===== src/rtl/mp3_frame_rx_pkg.sv =====
// rtl/mp3_frame_rx_pkg.sv - shared constants, state types and checksum helper for the MP3 reply receiver
package mp3_frame_rx_pkg;

  localparam logic [7:0] MP3_SOF = 8'h7E;
  localparam logic [7:0] MP3_VER = 8'hFF;
  localparam logic [7:0] MP3_LEN = 8'h06;
  localparam logic [7:0] MP3_EOF = 8'hEF;

  localparam logic [7:0] MP3_CMD_TRACK_DONE = 8'h3D;
  localparam logic [7:0] MP3_CMD_INIT       = 8'h3F;
  localparam logic [7:0] MP3_CMD_ERROR      = 8'h40;
  localparam logic [7:0] MP3_CMD_VOLUME     = 8'h43;

  localparam int MP3_CLKS_PER_BIT = 5208;
  localparam int MP3_TIMEOUT_CLKS = 1_000_000;

  typedef enum logic [1:0] {
    RX_IDLE,
    RX_START,
    RX_DATA,
    RX_STOP
  } rx_state_t;

  typedef enum logic [3:0] {
    F_WAIT_SOF,
    F_VER,
    F_LEN,
    F_CMD,
    F_FB,
    F_P1,
    F_P2,
    F_CKH,
    F_CKL,
    F_EOF
  } frame_state_t;

  // Two's complement of the running byte sum is what the module sends as {CKH,CKL}.
  function automatic logic [15:0] mp3_checksum(input logic [15:0] sum);
    return (~sum) + 16'd1;
  endfunction

endpackage


===== src/rtl/mp3_frame_rx_uart.sv =====
// rtl/mp3_frame_rx_uart.sv - 8N1 byte receiver with input synchronizer and mid-bit sampling
module uart_rx_byte
  import mp3_frame_rx_pkg::*;
#(
  parameter int CLKS_PER_BIT = MP3_CLKS_PER_BIT
) (
  input  logic       clk,
  input  logic       rst,
  input  logic       rx,
  output logic [7:0] data,
  output logic       byte_valid,
  output logic       byte_err
);

  localparam int CW = $clog2(CLKS_PER_BIT + 1);
  localparam logic [CW-1:0] HALF_M1 = CW'(CLKS_PER_BIT / 2 - 1);
  localparam logic [CW-1:0] FULL_M1 = CW'(CLKS_PER_BIT - 1);

  logic            rx_meta, rx_sync, rx_prev;
  rx_state_t       state, state_d;
  logic [CW-1:0]   cnt;
  logic [2:0]      bit_idx;
  logic [7:0]      shreg;

  assign data = shreg;

  always_comb begin
    state_d = state;
    case (state)
      RX_IDLE:  if (rx_prev && !rx_sync) state_d = RX_START;
      RX_START: if (cnt == HALF_M1) state_d = rx_sync ? RX_IDLE : RX_DATA;
      RX_DATA:  if (cnt == FULL_M1 && bit_idx == 3'd7) state_d = RX_STOP;
      RX_STOP:  if (cnt == FULL_M1) state_d = RX_IDLE;
      default:  state_d = RX_IDLE;
    endcase
  end

  always_ff @(posedge clk) begin
    if (rst) begin
      rx_meta    <= 1'b1;
      rx_sync    <= 1'b1;
      rx_prev    <= 1'b1;
      state      <= RX_IDLE;
      cnt        <= '0;
      bit_idx    <= 3'd0;
      shreg      <= 8'h00;
      byte_valid <= 1'b0;
      byte_err   <= 1'b0;
    end else begin
      rx_meta    <= rx;
      rx_sync    <= rx_meta;
      rx_prev    <= rx_sync;
      state      <= state_d;
      byte_valid <= 1'b0;
      byte_err   <= 1'b0;

      // Counter restarts on every state change and at each data mid-bit.
      if (state != state_d || (state == RX_DATA && cnt == FULL_M1))
        cnt <= '0;
      else if (state != RX_IDLE)
        cnt <= cnt + 1'b1;

      if (state == RX_DATA && cnt == FULL_M1) begin
        shreg   <= {rx_sync, shreg[7:1]};
        bit_idx <= bit_idx + 3'd1;
      end

      if (state == RX_STOP && cnt == FULL_M1) begin
        if (rx_sync) byte_valid <= 1'b1;
        else         byte_err   <= 1'b1;
      end
    end
  end

endmodule


===== src/rtl/mp3_frame_rx.sv =====
// rtl/mp3_frame_rx.sv - MP3-TF-16P reply frame decoder: framing, checksum, timeout, result registers
module mp3_frame_rx
  import mp3_frame_rx_pkg::*;
#(
  parameter int CLKS_PER_BIT = MP3_CLKS_PER_BIT,
  parameter int TIMEOUT_CLKS = MP3_TIMEOUT_CLKS
) (
  input  logic        clk,
  input  logic        rst,
  input  logic        rx,
  output logic        frame_valid,
  output logic [7:0]  cmd,
  output logic        feedback,
  output logic [15:0] param,
  output logic        chk_err,
  output logic        frame_err,
  output logic        busy
);

  logic [7:0]   rx_byte;
  logic         byte_valid, byte_err;
  frame_state_t state, state_d;
  logic         fv_d, ce_d, fe_d;
  logic [15:0]  sum;
  logic [7:0]   cmd_t, fb_t, p1_t, p2_t, ckh_t, ckl_t;
  logic [31:0]  to_cnt;
  logic         chk_ok, to_hit;

  uart_rx_byte #(.CLKS_PER_BIT(CLKS_PER_BIT)) u_rx (
    .clk        (clk),
    .rst        (rst),
    .rx         (rx),
    .data       (rx_byte),
    .byte_valid (byte_valid),
    .byte_err   (byte_err)
  );

  assign busy   = (state != F_WAIT_SOF);
  assign chk_ok = ({ckh_t, ckl_t} == mp3_checksum(sum));
  assign to_hit = busy && (to_cnt == 32'(TIMEOUT_CLKS - 1));

  always_comb begin
    state_d = state;
    fv_d    = 1'b0;
    ce_d    = 1'b0;
    fe_d    = 1'b0;
    if (byte_err) begin
      if (busy) begin
        fe_d    = 1'b1;
        state_d = F_WAIT_SOF;
      end
    end else if (byte_valid) begin
      case (state)
        F_WAIT_SOF: if (rx_byte == MP3_SOF) state_d = F_VER;
        F_VER:      state_d = (rx_byte == MP3_VER) ? F_LEN : F_WAIT_SOF;
        F_LEN:      state_d = (rx_byte == MP3_LEN) ? F_CMD : F_WAIT_SOF;
        F_CMD:      state_d = F_FB;
        F_FB:       state_d = F_P1;
        F_P1:       state_d = F_P2;
        F_P2:       state_d = F_CKH;
        F_CKH:      state_d = F_CKL;
        F_CKL:      state_d = F_EOF;
        F_EOF: begin
          state_d = F_WAIT_SOF;
          if (rx_byte == MP3_EOF) begin
            fv_d = chk_ok;
            ce_d = !chk_ok;
          end
        end
        default:    state_d = F_WAIT_SOF;
      endcase
      // A bad fixed byte is an error; if it was itself a SOF, treat it as a new frame start.
      if ((state == F_VER && rx_byte != MP3_VER) || (state == F_LEN && rx_byte != MP3_LEN) ||
          (state == F_EOF && rx_byte != MP3_EOF)) begin
        fe_d    = 1'b1;
        state_d = (rx_byte == MP3_SOF) ? F_VER : F_WAIT_SOF;
      end
    end else if (to_hit) begin
      fe_d    = 1'b1;
      state_d = F_WAIT_SOF;
    end
  end

  always_ff @(posedge clk) begin
    if (rst) begin
      state       <= F_WAIT_SOF;
      frame_valid <= 1'b0;
      chk_err     <= 1'b0;
      frame_err   <= 1'b0;
      cmd         <= 8'h00;
      feedback    <= 1'b0;
      param       <= 16'h0000;
      sum         <= 16'h0000;
      cmd_t       <= 8'h00;
      fb_t        <= 8'h00;
      p1_t        <= 8'h00;
      p2_t        <= 8'h00;
      ckh_t       <= 8'h00;
      ckl_t       <= 8'h00;
      to_cnt      <= 32'd0;
    end else begin
      state       <= state_d;
      frame_valid <= fv_d;
      chk_err     <= ce_d;
      frame_err   <= fe_d;

      if (!busy || byte_valid || state_d == F_WAIT_SOF) to_cnt <= 32'd0;
      else                                              to_cnt <= to_cnt + 32'd1;

      if (byte_valid) begin
        if (state_d == F_VER) begin
          sum <= 16'h0000;
        end else begin
          case (state)
            F_VER, F_LEN: sum <= sum + {8'h00, rx_byte};
            F_CMD: begin cmd_t <= rx_byte; sum <= sum + {8'h00, rx_byte}; end
            F_FB:  begin fb_t  <= rx_byte; sum <= sum + {8'h00, rx_byte}; end
            F_P1:  begin p1_t  <= rx_byte; sum <= sum + {8'h00, rx_byte}; end
            F_P2:  begin p2_t  <= rx_byte; sum <= sum + {8'h00, rx_byte}; end
            F_CKH: ckh_t <= rx_byte;
            F_CKL: ckl_t <= rx_byte;
            default: ;
          endcase
        end
      end

      if (fv_d) begin
        cmd      <= cmd_t;
        feedback <= fb_t[0];
        param    <= {p1_t, p2_t};
      end
    end
  end

endmodule

===== config.mk =====
export PLATFORM = sky130hd
export DESIGN_NAME = mp3_frame_rx
export DESIGN_NICKNAME = d
export VERILOG_FILES = /design/src/rtl/mp3_frame_rx_pkg.sv /design/src/rtl/mp3_frame_rx_uart.sv /design/src/rtl/mp3_frame_rx.sv
export SDC_FILE = /design/constraint.sdc
export NUM_CORES = 1
export LEC_CHECK = 0
export BUFFER_PORTS_ARGS = -buffer_cell sky130_fd_sc_hd__buf_2
export CAP_MARGIN = 20
export CORE_MARGIN = 3
export CORE_UTILIZATION = 55
export DETAILED_ROUTE_END_ITERATION = 8
export GPL_TIMING_DRIVEN = 1
export HOLD_SLACK_MARGIN = 0.02
export PLACE_DENSITY_LB_ADDON = 0.15
export SYNTH_ARGS = -nofsm -noshare
export SYNTH_HDL_FRONTEND = slang
export SYNTH_HIERARCHICAL = 1
export SYNTH_SLANG_ARGS = --single-unit
export TNS_END_PERCENT = 100

===== constraint.sdc =====
create_clock -name clk -period 6 [get_ports clk]
set_input_delay 0.3 -clock clk [delete_from_list [all_inputs] [get_ports clk]]
set_output_delay 0.3 -clock clk [all_outputs]
set_load 0.05 [all_outputs]

-- After elaboration in Yosys (flattened, before gate mapping)
Index checks and enable logic that the tools add are counted.
- input port bits: 3
- bits in registers: 152
- output and inout bits: 29
- logic and storage cells: 124
- bitwise gates (word level): 6
- equal/unequal tests: 26
- reductions and logical operators: 34
- muxes and demuxes: 29
- $add $sub $neg: 5
- operator list (cell ; count):
    $pmux 4 s9 ; 1
    $add 32x1->32 const B ; 1
    $eq 32x20->1 const B ; 1
    $mux 16 ; 2
    $mux 4 ; 6
    $reduce_and 3->1 ; 6
    $add 16x1->16 const B ; 1
    $add 16x8->16 ; 1
    $eq 16x16->1 ; 1
    $eq 4x3->1 const B ; 4
    $eq 8x8->1 const B ; 2
    $ne 8x8->1 const B ; 2
    $not 16->16 ; 1
    $mux 2 ; 7
    $add 13x1->13 const B ; 1
    $eq 13x12->1 const B ; 1
    $eq 13x13->1 const B ; 1
    $mux 1 ; 12
    $eq 4x1->1 const B ; 2
    $eq 4x2->1 const B ; 2
    $eq 4x4->1 const B ; 2
    $eq 8x3->1 const B ; 1
    $eq 8x7->1 const B ; 1
    $logic_and 1x1->1 ; 8
    18 further kinds ; 33

-- Depth between registers and ports, before layout
Gate-level depths: netlist of the first run.
- depth after elaboration: 10
- gate-level depth with buffers: 9
- depth with buffers taken out: 8

-- Hierarchy
Netlist of the first run, hierarchy kept.
- modules (own cells, without submodules) (module ; sequential area each (µm²) ; cells an instance ; times used ; area each (µm²)):
    mp3_frame_rx ; 2422.3 ; 740 ; 1 ; 6299.8
    uart_rx_byte ; 620.6 ; 145 ; 1 ; 1423.9

-- Worst setup path before layout of the first run
Ideal clock, no wire load.
- kind: reg2reg
- start: reg, netlist name state[1]
- end: reg sum[0]
- setup time: 0.122 ns
- data required time: 5.878 ns
- arrival time: 2.514 ns
- cell stages (with the launch flop): 8
- path slack: 3.364 ns
- buffers on the path: 1
- clock period less this slack: 2.636 ns
- cell sequence: dfxtp_1 or4_1 nand3_1 o31a_1 a311oi_1 clkbuf_1 o2111a_1 a221o_1
- RTL lines (element ; line ; source):
    end signal, assigned ; mp3_frame_rx.sv:115 ; F_VER, F_LEN: sum <= sum + {8'h00, rx_byte};
    end signal, assigned ; mp3_frame_rx.sv:116 ; F_CMD: begin cmd_t <= rx_byte; sum <= sum + {8'h00, rx_byte}; end
    end signal, assigned ; mp3_frame_rx.sv:117 ; F_FB: begin fb_t <= rx_byte; sum <= sum + {8'h00, rx_byte}; end
    end, declared ; mp3_frame_rx.sv:24 ; logic [15:0] sum;

-- Final worst setup path of the first run
- start: reg u_rx.shreg[2] (netlist: u_rx/data[2])
- end: reg sum[6]
- cells in the longest elaborated chain, start to end: 10
- elaborated cells on any way between the ends: 25
- those cells by class: add/sub (1); eq/ne (7); mux (10); reduce/logical (7)
- ends and longest elaborated chain (element ; line ; source):
    start, declared ; mp3_frame_rx_uart.sv:23 ; logic [7:0] shreg;
    start signal, assigned ; mp3_frame_rx_uart.sv:64 ; shreg <= {rx_sync, shreg[7:1]};
    branches (longest 10 deep; another with $pmux 4 s9) ; -- ;
Parallel ways; which one is timed is not known. The select of a mux whose other input is x is not followed.
A chain may end at the register's enable or synchronous reset.

==> results of run 1 <==
-- logic make-up (layout without fill, tap and decap cells) --
group                      Yosys count  after routing  synth area share, %
muxes                               70             70                 9.07
buffers and inverters               72             91                 3.97
adders and majority gates           14             14                 2.37
DFF                                152            152                 39.4
AOI/OAI and AO/OA                  100            100                 10.1
and+or+nand+nor                    406            406                 27.1
xor gates and xnor gates            71             71                 8.05
-- worst register-to-register path, stage by stage, from the launching register on --
cell       delay (ps)
dfxtp_1           590
nor4bb_1          440
nand4_1           130
a2111oi_0         720
a311oi_1          100
buf_4             210
or3_1             520
a221o_1           360
-- layer usage --
layer	up-vias	wire length (microns)	share of wire (%)	track usage, %
li1	3196	-	-	-
met4	0	313	1.7	7.16
met5	-	0	0	0
met1	3186	9030	48	33.8
met2	192	8670	46	39.3
met3	25	948	5.0	5.23
-- final timing paths --
check,startpoint,to,slack [ps]
worst min register to register,u_rx/rx_meta$_SDFF_PP1_,u_rx/rx_sync$_SDFF_PP1_,430
worst max register to register,u_rx/data[2]$_SDFFE_PP0P_,sum[6]$_SDFFE_PP0P_,2820
worst max-delay path,u_rx/data[2]$_SDFFE_PP0P_,sum[6]$_SDFFE_PP0P_,2820
worst min-delay path,rx,u_rx/rx_meta$_SDFF_PP1_,60
-- through the flow --
step	hold slack, ps	worst slack, ps
4_1_cts	49.1	2810
3_5_place_dp	412	2830
3_3_place_gp	397	2930
2_1_floorplan	389	3360
5_1_grt	55.0	2610
6_report	58.2	2820
-- synthesized netlist by cell type (4+ instances only) --
cell type / instances / area (sq um)
nor4bb_1: 4 / 40.0
buf_2: 5 / 25.0
a211oi_1: 7 / 52.6
inv_1: 17 / 63.8
xor2_1: 19 / 166
a31oi_1: 4 / 25.0
nand2b_1: 5 / 31.3
nand4_1: 19 / 119
or2_2: 5 / 31.3
dfxtp_1: 152 / 3040
nor2_1: 81 / 304
xnor2_1: 52 / 455
nor4_1: 16 / 100
and3_1: 18 / 113
nor3_1: 74 / 370
nor2b_1: 4 / 25.0
ha_1: 13 / 163
nand2_1: 95 / 357
a211o_1: 4 / 35.0
or4_1: 4 / 30.0
nor3b_1: 4 / 30.0
or3_1: 9 / 56.3
mux2i_1: 70 / 701
nor3_2: 10 / 100
o21ai_0: 7 / 35.0
a21oi_1: 25 / 125
nand3_1: 36 / 180
buf_6: 4 / 45.0
a221o_1: 9 / 90.1
clkbuf_1: 44 / 165
nor4b_1: 5 / 43.8
o211ai_1: 4 / 30.0
and4_1: 4 / 35.0
-- flip-flops by register name, indices dropped and copies added, names as in the netlist, 2 cells and up --
signal	cells
ckh_t	8
cmd	8
state	4
u_rx/data	8
u_rx/bit_idx	3
to_cnt	32
sum	16
cmd_t	8
ckl_t	8
u_rx/state	2
p2_t	8
param	16
p1_t	8
u_rx/cnt	13
-- power by group through the flow --
stage	sequential, mW	combinational, mW	clock (mW)
after floorplan	1.04	0.134	0
after global placement	1.05	0.151	0
after detailed placement	1.05	0.154	0
after CTS	1.03	0.155	1.18
after global routing	1.03	0.174	1.23
final	1.03	0.157	1.16
-- final cells by class --
cell class	instances	area (sq um)
clock buffers	18	429
well taps	176	220
clock inverters	14	213
multi-input cells	661	4380
flip-flops and latches	152	3040
repair buffers	42	243
fillers	1133	4910
inverters	17	63.8
==> impl_metrics.py, run 1 <==
metrics = {
    "outcome": {
        "status": "complete, no violations",
    },
    "clocking": {
        "cts_buffer_depth": 2,
        "cts-hold-fix-buffers": 0,
        "post_cts_resized": 0,
        "cts-buffers-inserted": 17,
        "worstSkewPairLatency_ps": 420,
        "path_clk_slew_ps": 70,
        "clock-root-buffer": "clkbuf_16",
        "htreeDepth": 4,
        "postCtsSetupRepairBufs": 0,
        "cts_tree": "yes",
        "cts_sinks": 152,
    },
    "timing": {
        "period_needed_ps": 3180,
        "finClkSkew_ps": 8.72,
        "tns_ps": 0,
        "finalMaxSlewViolations": 0,
        "grt_setup_unrepaired": "false",
        "hold_viol": 0,
        "post-route-period-util_pct": 52.9,
        "worstMarginPinSlew_ps": 1000,
        "max_freq_mhz": 315,
        "slew_headroom_pct": 33.0,
        "setup_viol": 0,
    },
    "critical_path": {
        "reg2reg_depth": 7,
        "cp.required_ps": 6310,
        "cp.arrival_ps": 3480,
        "path_class": "reg -> reg",
        "crit_path_max_incr_delay_ps": 720,
        "critPathBufInv": 1,
        "crit_chain": "nor4bb_1, nand4_1, a2111oi_0, a311oi_1, buf_4, or3_1, a221o_1",
        "endpoint_kind": "register",
        "critical_path_cell_count": 7,
        "slowest_stage": "a2111oi_0",
        "path_max_fanout": 11,
        "startpoint_type": "register",
        "critPathTopFamily": "compound AO/OA/AOI/OAI gates",
    },
    "pwr": {
        "p_sw_mw": 0.565,
        "switching_share_pct": 24.0,
        "pwr-share-clk_pct": 49.5,
        "internal_power_mw": 1.79,
        "seqPwrFrac_pct": 43.9,
        "combPwrFrac_pct": 6.7,
        "leakagePower_nw": 3.01,
        "power.total_mw": 2.35,
        "ir_drop_uv": 267,
        "power_density_nw_per_um2": 274,
    },
    "floorplanning": {
        "core_area_sq_um": 13500,
        "die_w_microns": 125,
        "rows": 42,
        "die_h_microns": 125,
        "die_area_sq_um": 15500,
        "start_util_pct": 57.2,
        "io_pins": 32,
    },
    "grt": {
        "grt_pass1_vias": 6294,
        "overflow": 0,
        "antenna_found_initial": 0,
        "grt_pass1_wl_microns": 31800,
        "grt_max_degree": 51,
        "grt_use_total_pct": 24.7,
    },
    "hold_path": {
        "hold_class": "in -> reg",
        "whs_path_depth": 2,
    },
    "run": {
        "cap_violations": 0,
    },
    "routing": {
        "remaining_drc_errors": 0,
        "wl_per_cell_microns": 17.6,
        "first_iter_violations": 479,
        "dr.pass1.iters": 5,
        "drt-vias-per-instance": 6.11,
        "drtAntennaViolNets": 0,
        "num_vias": 6599,
        "wl_microns": 19000,
    },
    "synthesis": {
        "ys_types": 67,
        "syn_nets": 902,
        "ys_seq_elements": 152,
        "postSynthCellCount": 885,
        "avgSynthCellArea_sq_um": 8.73,
        "netlist_area_sq_um": 7720,
        "seq_area_frac_synth_pct": 39.4,
        "synth_ff_type": "dfxtp_1",
        "async_flop_share_pct": 0,
        "synth_edf_count": 0,
        "yosys_warnings": 6,
    },
    "place": {
        "dp_hpwl_microns": 12800,
        "numPortBuffers": 31,
        "gp_congestion": 0.874,
        "dpl_cell_area_sq_um": 7930,
        "dp_cells": 1046,
    },
    "finish": {
        "num_antenna_cells": 0,
        "area_growth_syn_to_layout_pct": 11.2,
        "finalInstanceArea_sq_um": 8590,
        "drive_gt1_share_pct": 10.8,
        "stdcell_count": 1080,
        "final_common_cell": "dfxtp_1",
        "final_core_utilization_pct": 63.6,
        "layout_common_cells": "152 x dfxtp_1, 95 x nand2_1, 81 x nor2_1, 74 x nor3_1, 70 x mux2i_1",
        "fin_nets": 908,
    },
}
Power figures use the tool's default switching activity.
==> run 2: changes to the inputs <==
==> constraint.sdc (replaced) <==
create_clock -name clk -period 3.2 [get_ports clk]
set_input_delay 0.16 -clock clk [delete_from_list [all_inputs] [get_ports clk]]
set_output_delay 0.16 -clock clk [all_outputs]
set_load 0.05 [all_outputs]
==> run 2 against run 1 <==
Via count rose by 0.27%. Largest power group unchanged. Die area did not move. Largest cell class unchanged. Critical path type unchanged. Clock-buffer cell count increased by 2. Maximum frequency up 8.8%. First-iteration DRC count increased by 22%. Global-route usage is 0.80 points lower. Cell area up 1.3%. Highest routed layer unchanged.
==> impl_metrics.py, run 2 (synthesis results as in run 1) <==
metrics = {
    "finish": {
        "largest_reg_flops": 32,
        "layout_common_cells": "152 x dfxtp_1, 95 x nand2_1, 81 x nor2_1, 74 x nor3_1, 70 x mux2i_1",
        "area_growth_syn_to_layout_pct": 12.7,
        "reg_top3": "to_cnt (32), param (16), sum (16)",
        "drive_gt1_share_pct": 12.6,
        "fin_nets": 927,
        "num_antenna_cells": 0,
        "top_register": "to_cnt",
        "stdcell_count": 1098,
        "regArea_sq_um": 3040,
        "fillers": 1102,
        "multi_input_area_sq_um": 4380,
        "final_common_cell": "dfxtp_1",
    },
    "timing": {
        "setup_viol": 0,
        "worstMarginPinSlew_ps": 776,
        "max_freq_mhz": 343,
        "hold_viol": 0,
        "finClkSkew_ps": 13.5,
        "post-route-period-util_pct": 91.2,
        "slew_headroom_pct": 48.1,
        "tns_ps": 0,
        "grt_setup_unrepaired": "false",
        "period_needed_ps": 2920,
        "finalMaxSlewViolations": 0,
    },
    "critical_path": {
        "r2r_setup_slack_ps": 280,
        "slowest_stage": "a2111oi_0",
        "startpoint_type": "register",
        "crit_chain": "and4_1, o211ai_1, a2111oi_0, a311oi_1, buf_4, or3_1, a221o_1",
        "critPathLaunch": "u_rx/data[5]$_SDFFE_PP0P_",
        "cp.arrival_ps": 3220,
        "path_max_fanout": 11,
        "critPathBufInv": 1,
        "r2r_start": "u_rx/data[5]$_SDFFE_PP0P_",
        "critPathTopFamily": "compound AO/OA/AOI/OAI gates",
        "reg2reg_depth": 7,
        "worst_r2r_endpoint": "sum[1]$_SDFFE_PP0P_",
        "crit_path_max_incr_delay_ps": 640,
        "endpoint_kind": "register",
        "path_class": "reg -> reg",
        "cp.required_ps": 3500,
    },
    "routing": {
        "remaining_drc_errors": 0,
        "dr.pass1.iters": 5,
        "first_iter_violations": 584,
        "num_vias": 6617,
        "wl_per_cell_microns": 16.7,
        "drtAntennaViolNets": 0,
        "wl_microns": 18300,
        "drt-vias-per-instance": 6.03,
    },
    "place": {
        "dp_cells": 1066,
        "dp_hpwl_microns": 12800,
        "numPortBuffers": 31,
        "gp_congestion": 0.872,
    },
    "clocking": {
        "cts_sinks": 152,
        "postCtsSetupRepairBufs": 0,
        "path_clk_slew_ps": 60,
        "cts-hold-fix-buffers": 1,
        "clock-root-buffer": "clkbuf_16",
        "cts-buffers-inserted": 17,
        "cts_tree": "yes",
        "htreeDepth": 4,
        "cts_buffer_depth": 2,
        "worstSkewPairLatency_ps": 430,
        "post_cts_resized": 0,
    },
    "pwr": {
        "combPwrFrac_pct": 6.9,
        "power.total_mw": 4.26,
        "seqPwrFrac_pct": 45.4,
        "power_density_nw_per_um2": 489,
        "p_sw_mw": 1.01,
        "internal_power_mw": 3.25,
        "switching_share_pct": 23.8,
        "pwr-share-clk_pct": 47.7,
        "leakagePower_nw": 3.09,
        "ir_drop_uv": 551,
    },
    "grt": {
        "grt_pass1_wl_microns": 31000,
        "antenna_found_initial": 0,
        "grt_max_degree": 51,
        "grt_use_total_pct": 23.8,
        "overflow": 0,
        "grt_pass1_vias": 6374,
    },
    "floorplanning": {
        "die_w_microns": 125,
        "io_pins": 32,
        "die_h_microns": 125,
        "core_area_sq_um": 13500,
        "start_util_pct": 57.2,
        "die_area_sq_um": 15500,
        "rows": 42,
    },
    "outcome": {
        "status": "complete, no violations",
    },
    "hold_path": {
        "hold_class": "in -> reg",
        "worstHoldEndpoint": "ckh_t[5]$_SDFFE_PP0P_",
        "hp-start": "rst",
        "whs_path_depth": 2,
    },
    "run": {
        "cap_violations": 0,
    },
}
==> run 2: cell count changes in the layout (fill, tap and decap cells not counted), sizes merged <==
cell	delta
clkinvlp	+2
inv	-1
bufinv	-2
buf	+18
clkbuf	+2
clkinv	-2
dlygate4sd3	+1
==> run 2: area by class of cell <==
type	count	area share, %
Multi-Input combinational cell	661	50.3
Sequential cell	152	34.9
Clock buffer	20	5.36
Timing Repair Buffer	61	4.54
Tap cell	176	2.53
Clock inverter	11	1.58
Inverter	17	0.733
==> run 2: worst max path at each step <==
stage               slack (ps)                   to  depth (start not counted)
floorplan                  560  sum[0]$_SDFFE_PP0P_                          7
global placement           430  sum[5]$_SDFFE_PP0P_                          7
detailed placement         340  sum[1]$_SDFFE_PP0P_                          7
CTS                        290  sum[1]$_SDFFE_PP0P_                          7
global route               110  sum[1]$_SDFFE_PP0P_                          7
finish                     280  sum[1]$_SDFFE_PP0P_                          7
==> run 2: power by group through the flow <==
| stage | Sequential (mW) | Clock [mW] | Combinational, mW |
|---|---|---|---|
| floorplan | 1.96 | 0 | 0.252 |
| global placement | 1.97 | 0 | 0.280 |
| detailed placement | 1.97 | 0 | 0.289 |
| CTS | 1.93 | 2.07 | 0.292 |
| global route | 1.93 | 2.15 | 0.324 |
| finish | 1.93 | 2.03 | 0.296 |
==> run 2: worst reg2reg max path, cell delays in order, from the launching register on <==
cell and delay [ps]:
dfxtp_1 560, and4_1 300, o211ai_1 100, a2111oi_0 640, a311oi_1 100, buf_4 200
or3_1 510, a221o_1 380
==> run 2: per-layer routing <==
| layer | up-vias | share of wire [%] | GRT usage (%) | routed length, microns |
|---|---|---|---|---|
| li1 | 3242 | - | - | - |
| met2 | 204 | 48 | 38.9 | 8710 |
| met1 | 3144 | 46 | 31.1 | 8380 |
| met5 | - | 0 | 0 | 0 |
| met3 | 27 | 5.1 | 4.85 | 934 |
| met4 | 0 | 1.6 | 9.22 | 294 |
==> run 2: through the flow <==
stage / hold slack [ps] / setup WS, ps / utilization, % / cell area [sq um]
2_1_floorplan: 264 / 564 / - / 7720
3_3_place_gp: 344 / 427 / 59.9 / 8090
3_5_place_dp: 353 / 335 / 59.9 / 8090
4_1_cts: 108 / 291 / 64.5 / 8710
5_1_grt: 139 / 109 / 64.5 / 8710
6_report: 122 / 283 / 64.5 / 8710
==> run 3: changes to the inputs <==
--- a/config.mk
+++ b/config.mk
@@ -15,6 +15,5 @@
 export PLACE_DENSITY_LB_ADDON = 0.15
 export SYNTH_ARGS = -nofsm -noshare
 export SYNTH_HDL_FRONTEND = slang
-export SYNTH_HIERARCHICAL = 1
 export SYNTH_SLANG_ARGS = --single-unit
 export TNS_END_PERCENT = 100
==> run 3 against run 2 <==
Worst hold slack better by 120 ps. Sequential power is essentially flat. Largest cell class unchanged. Setup slack got worse by 6.4 ps. Maximum frequency decreased by 0.22%. Synthesized cell count is the same.
==> impl_metrics.py, run 3 <==
metrics = {
    "synthesis": {
        "synth_ff_type": "dfxtp_1",
        "seq_area_frac_synth_pct": 40.6,
        "ys_types": 69,
        "netlist.area_leader.share_pct": 40.6,
        "synth_common_cells": "152 x dfxtp_1, 91 x nor2_1, 80 x nand2_1, 78 x a21oi_1, 47 x nand4_1",
        "ys_seq_elements": 152,
        "postSynthCellCount": 885,
        "syn_nets": 902,
        "yosys_warnings": 0,
        "synthTopCellsByArea": "dfxtp_1 41%, a21oi_1 5.2%, nor2_1 4.6%, xnor2_1 4.2%, xor2_1 4.2%",
        "avgSynthCellArea_sq_um": 8.46,
        "synth_most_common_cell": "dfxtp_1",
        "synth_area_leader_cell": "dfxtp_1",
        "netlist_area_sq_um": 7490,
        "async_flop_share_pct": 0,
        "synth_edf_count": 0,
    },
    "timing": {
        "timing.final.ws_setup_ps": 276,
        "finalMaxSlewViolations": 0,
        "finClkSkew_ps": 10.4,
        "worstMarginPinSlew_ps": 1090,
        "post-route-period-util_pct": 91.4,
        "tns_ps": 0,
        "hold_viol": 0,
        "slew_headroom_pct": 26.4,
        "period_needed_ps": 2920,
        "setup_viol": 0,
        "max_freq_mhz": 342,
        "grt_setup_unrepaired": "false",
    },
    "finish": {
        "top_register": "to_cnt",
        "final_common_cell": "dfxtp_1",
        "area_growth_syn_to_layout_pct": 12.6,
        "num_antenna_cells": 0,
        "fin_nets": 922,
        "final_core_utilization_pct": 64.9,
        "layout_common_cells": "152 x dfxtp_1, 91 x nor2_1, 80 x nand2_1, 78 x a21oi_1, 47 x nand4_1",
        "drive_gt1_share_pct": 12.5,
        "reg_top3": "to_cnt (32), param (16), sum (16)",
        "largest_reg_flops": 32,
    },
    "floorplanning": {
        "start_util_pct": 57.7,
        "die_area_sq_um": 15000,
        "die_w_microns": 123,
        "core_area_sq_um": 13000,
        "rows": 41,
        "io_pins": 32,
        "die_h_microns": 123,
    },
    "grt": {
        "overflow": 0,
        "antenna_found_initial": 0,
        "grt_use_total_pct": 25.7,
        "grt_pass1_vias": 6182,
        "grt_max_degree": 67,
        "grt_pass1_wl_microns": 31000,
    },
    "routing": {
        "remaining_drc_errors": 0,
        "dr.pass1.iters": 7,
        "drtAntennaViolNets": 0,
        "wl_per_cell_microns": 17.0,
        "num_vias": 6576,
        "drt-vias-per-instance": 6.03,
        "wl_microns": 18500,
        "first_iter_violations": 580,
    },
    "clocking": {
        "cts_sinks": 152,
        "cts-buffers-inserted": 17,
        "htreeDepth": 4,
        "worstSkewPairLatency_ps": 430,
        "path_clk_slew_ps": 70,
        "cts_tree": "yes",
        "clock-root-buffer": "clkbuf_16",
        "cts_buffer_depth": 2,
    },
    "critical_path": {
        "startpoint_type": "register",
        "endpoint_kind": "register",
        "reg2reg_depth": 8,
        "r2r_setup_slack_ps": 280,
        "crit_path_max_incr_delay_ps": 560,
        "slowest_stage": "or4b_1",
        "path_max_fanout": 25,
        "cp.arrival_ps": 3280,
        "worst_r2r_endpoint": "param[10]$_SDFFE_PP0P_",
        "r2r_start": "sum[1]$_SDFFE_PP0P_",
        "crit_chain": "inv_1, ha_1, or4b_4, or4b_1, a211oi_2, or2_2, nand4_1, a21oi_1",
        "path_class": "reg -> reg",
        "cp.required_ps": 3550,
    },
    "hold_path": {
        "whs_path_depth": 2,
        "hold_class": "in -> reg",
        "hp-start": "rst",
        "worstHoldEndpoint": "u_rx.bit_idx[2]$_SDFFE_PP0P_",
    },
    "outcome": {
        "status": "complete, no violations",
    },
    "place": {
        "dp_hpwl_microns": 12200,
        "place_ws_ps": 174,
        "gp_congestion": 0.886,
        "numPortBuffers": 31,
    },
    "pwr": {
        "leakagePower_nw": 3.04,
        "power_density_nw_per_um2": 488,
        "ir_drop_uv": 451,
    },
    "run": {
        "cap_violations": 0,
    },
}
run 3: repair_timing:
| item | CTS | global route |
|---|---|---|
| setup buffers | 0 | 0 |
| hold buffers | 1 | 0 |
| endpoints found under the hold margin | 1 | 0 |
| endpoints found under the setup margin | 0 | 25 |
| gates resized for setup | 0 | 3 |
run 3: cells by family (layout without fill, tap and decap cells):
| group | count (synthesis) | in the layout | share of synthesized area (%) |
|---|---|---|---|
| mux | 23 | 23 | 3.09 |
| simple gates | 367 | 367 | 25.6 |
| buf+inv | 75 | 108 | 4.46 |
| fa+ha+maj | 14 | 14 | 2.44 |
| xor+xnor | 72 | 72 | 8.42 |
| flops | 152 | 152 | 40.6 |
| compound gates | 182 | 182 | 15.4 |
run 3: final cells by class:
class                   count  area [sq um]
repair buffers             62           403
fillers                  1096          4550
inverters                  14          52.6
multi-input cells         658          4140
clock buffers              19           443
flip-flops and latches    152          3040
clock inverters            13           134
well taps                 172           215
run 3: critical path: cells and delay by family, from the launching register on:
kind                     cells  cell delay (ps)
adder cells (fa/ha/maj)      1              160
AO/OA/AOI/OAI                2              470
flip-flops                   1              360
AND/OR/NAND/NOR              4             1790
buffers and inverters        1               80
run 3: power by group:
| group | switching [mW] | internal [mW] | total, mW | leakage, nW |
|---|---|---|---|---|
| clock network | 0.856 | 1.11 | 1.97 | 0.274 |
| registers | 0.0129 | 1.90 | 1.91 | 1.22 |
| logic | 0.175 | 0.0612 | 0.237 | 1.54 |
run 3: routing by layer:
layer	vias to the layer above	global-route usage, %	routed length, microns
met4	0	8.82	397
met2	215	40.4	8520
met3	32	5.07	1070
li1	3224	-	-
met5	-	0	0
met1	3105	35.4	8510
run 3: how the worst max path moves through the flow:
stage | start | slack [ps] | to
floorplan | sum[1]$_SDFFE_PP0P_ | 340 | param[10]$_SDFFE_PP0P_
CTS | sum[1]$_SDFFE_PP0P_ | 150 | param[4]$_SDFFE_PP0P_
finish | sum[1]$_SDFFE_PP0P_ | 280 | param[10]$_SDFFE_PP0P_
global route | sum[1]$_SDFFE_PP0P_ | 40 | cmd[1]$_SDFFE_PP0P_
global placement | sum[0]$_SDFFE_PP0P_ | 270 | cmd[3]$_SDFFE_PP0P_
detailed placement | sum[1]$_SDFFE_PP0P_ | 170 | param[4]$_SDFFE_PP0P_
run 3: per-stage QoR:
stage / hold slack [ps] / area (sq um) / cells / power, mW
global placement: 349 / 7830 / 1057 / 2.18
floorplan: 264 / 7490 / 885 / 2.14
CTS: 239 / 8410 / 1090 / 4.14
global route: 287 / 8430 / 1090 / 4.24
finish: 242 / 8430 / 1090 / 4.12
detailed placement: 353 / 7830 / 1057 / 2.18
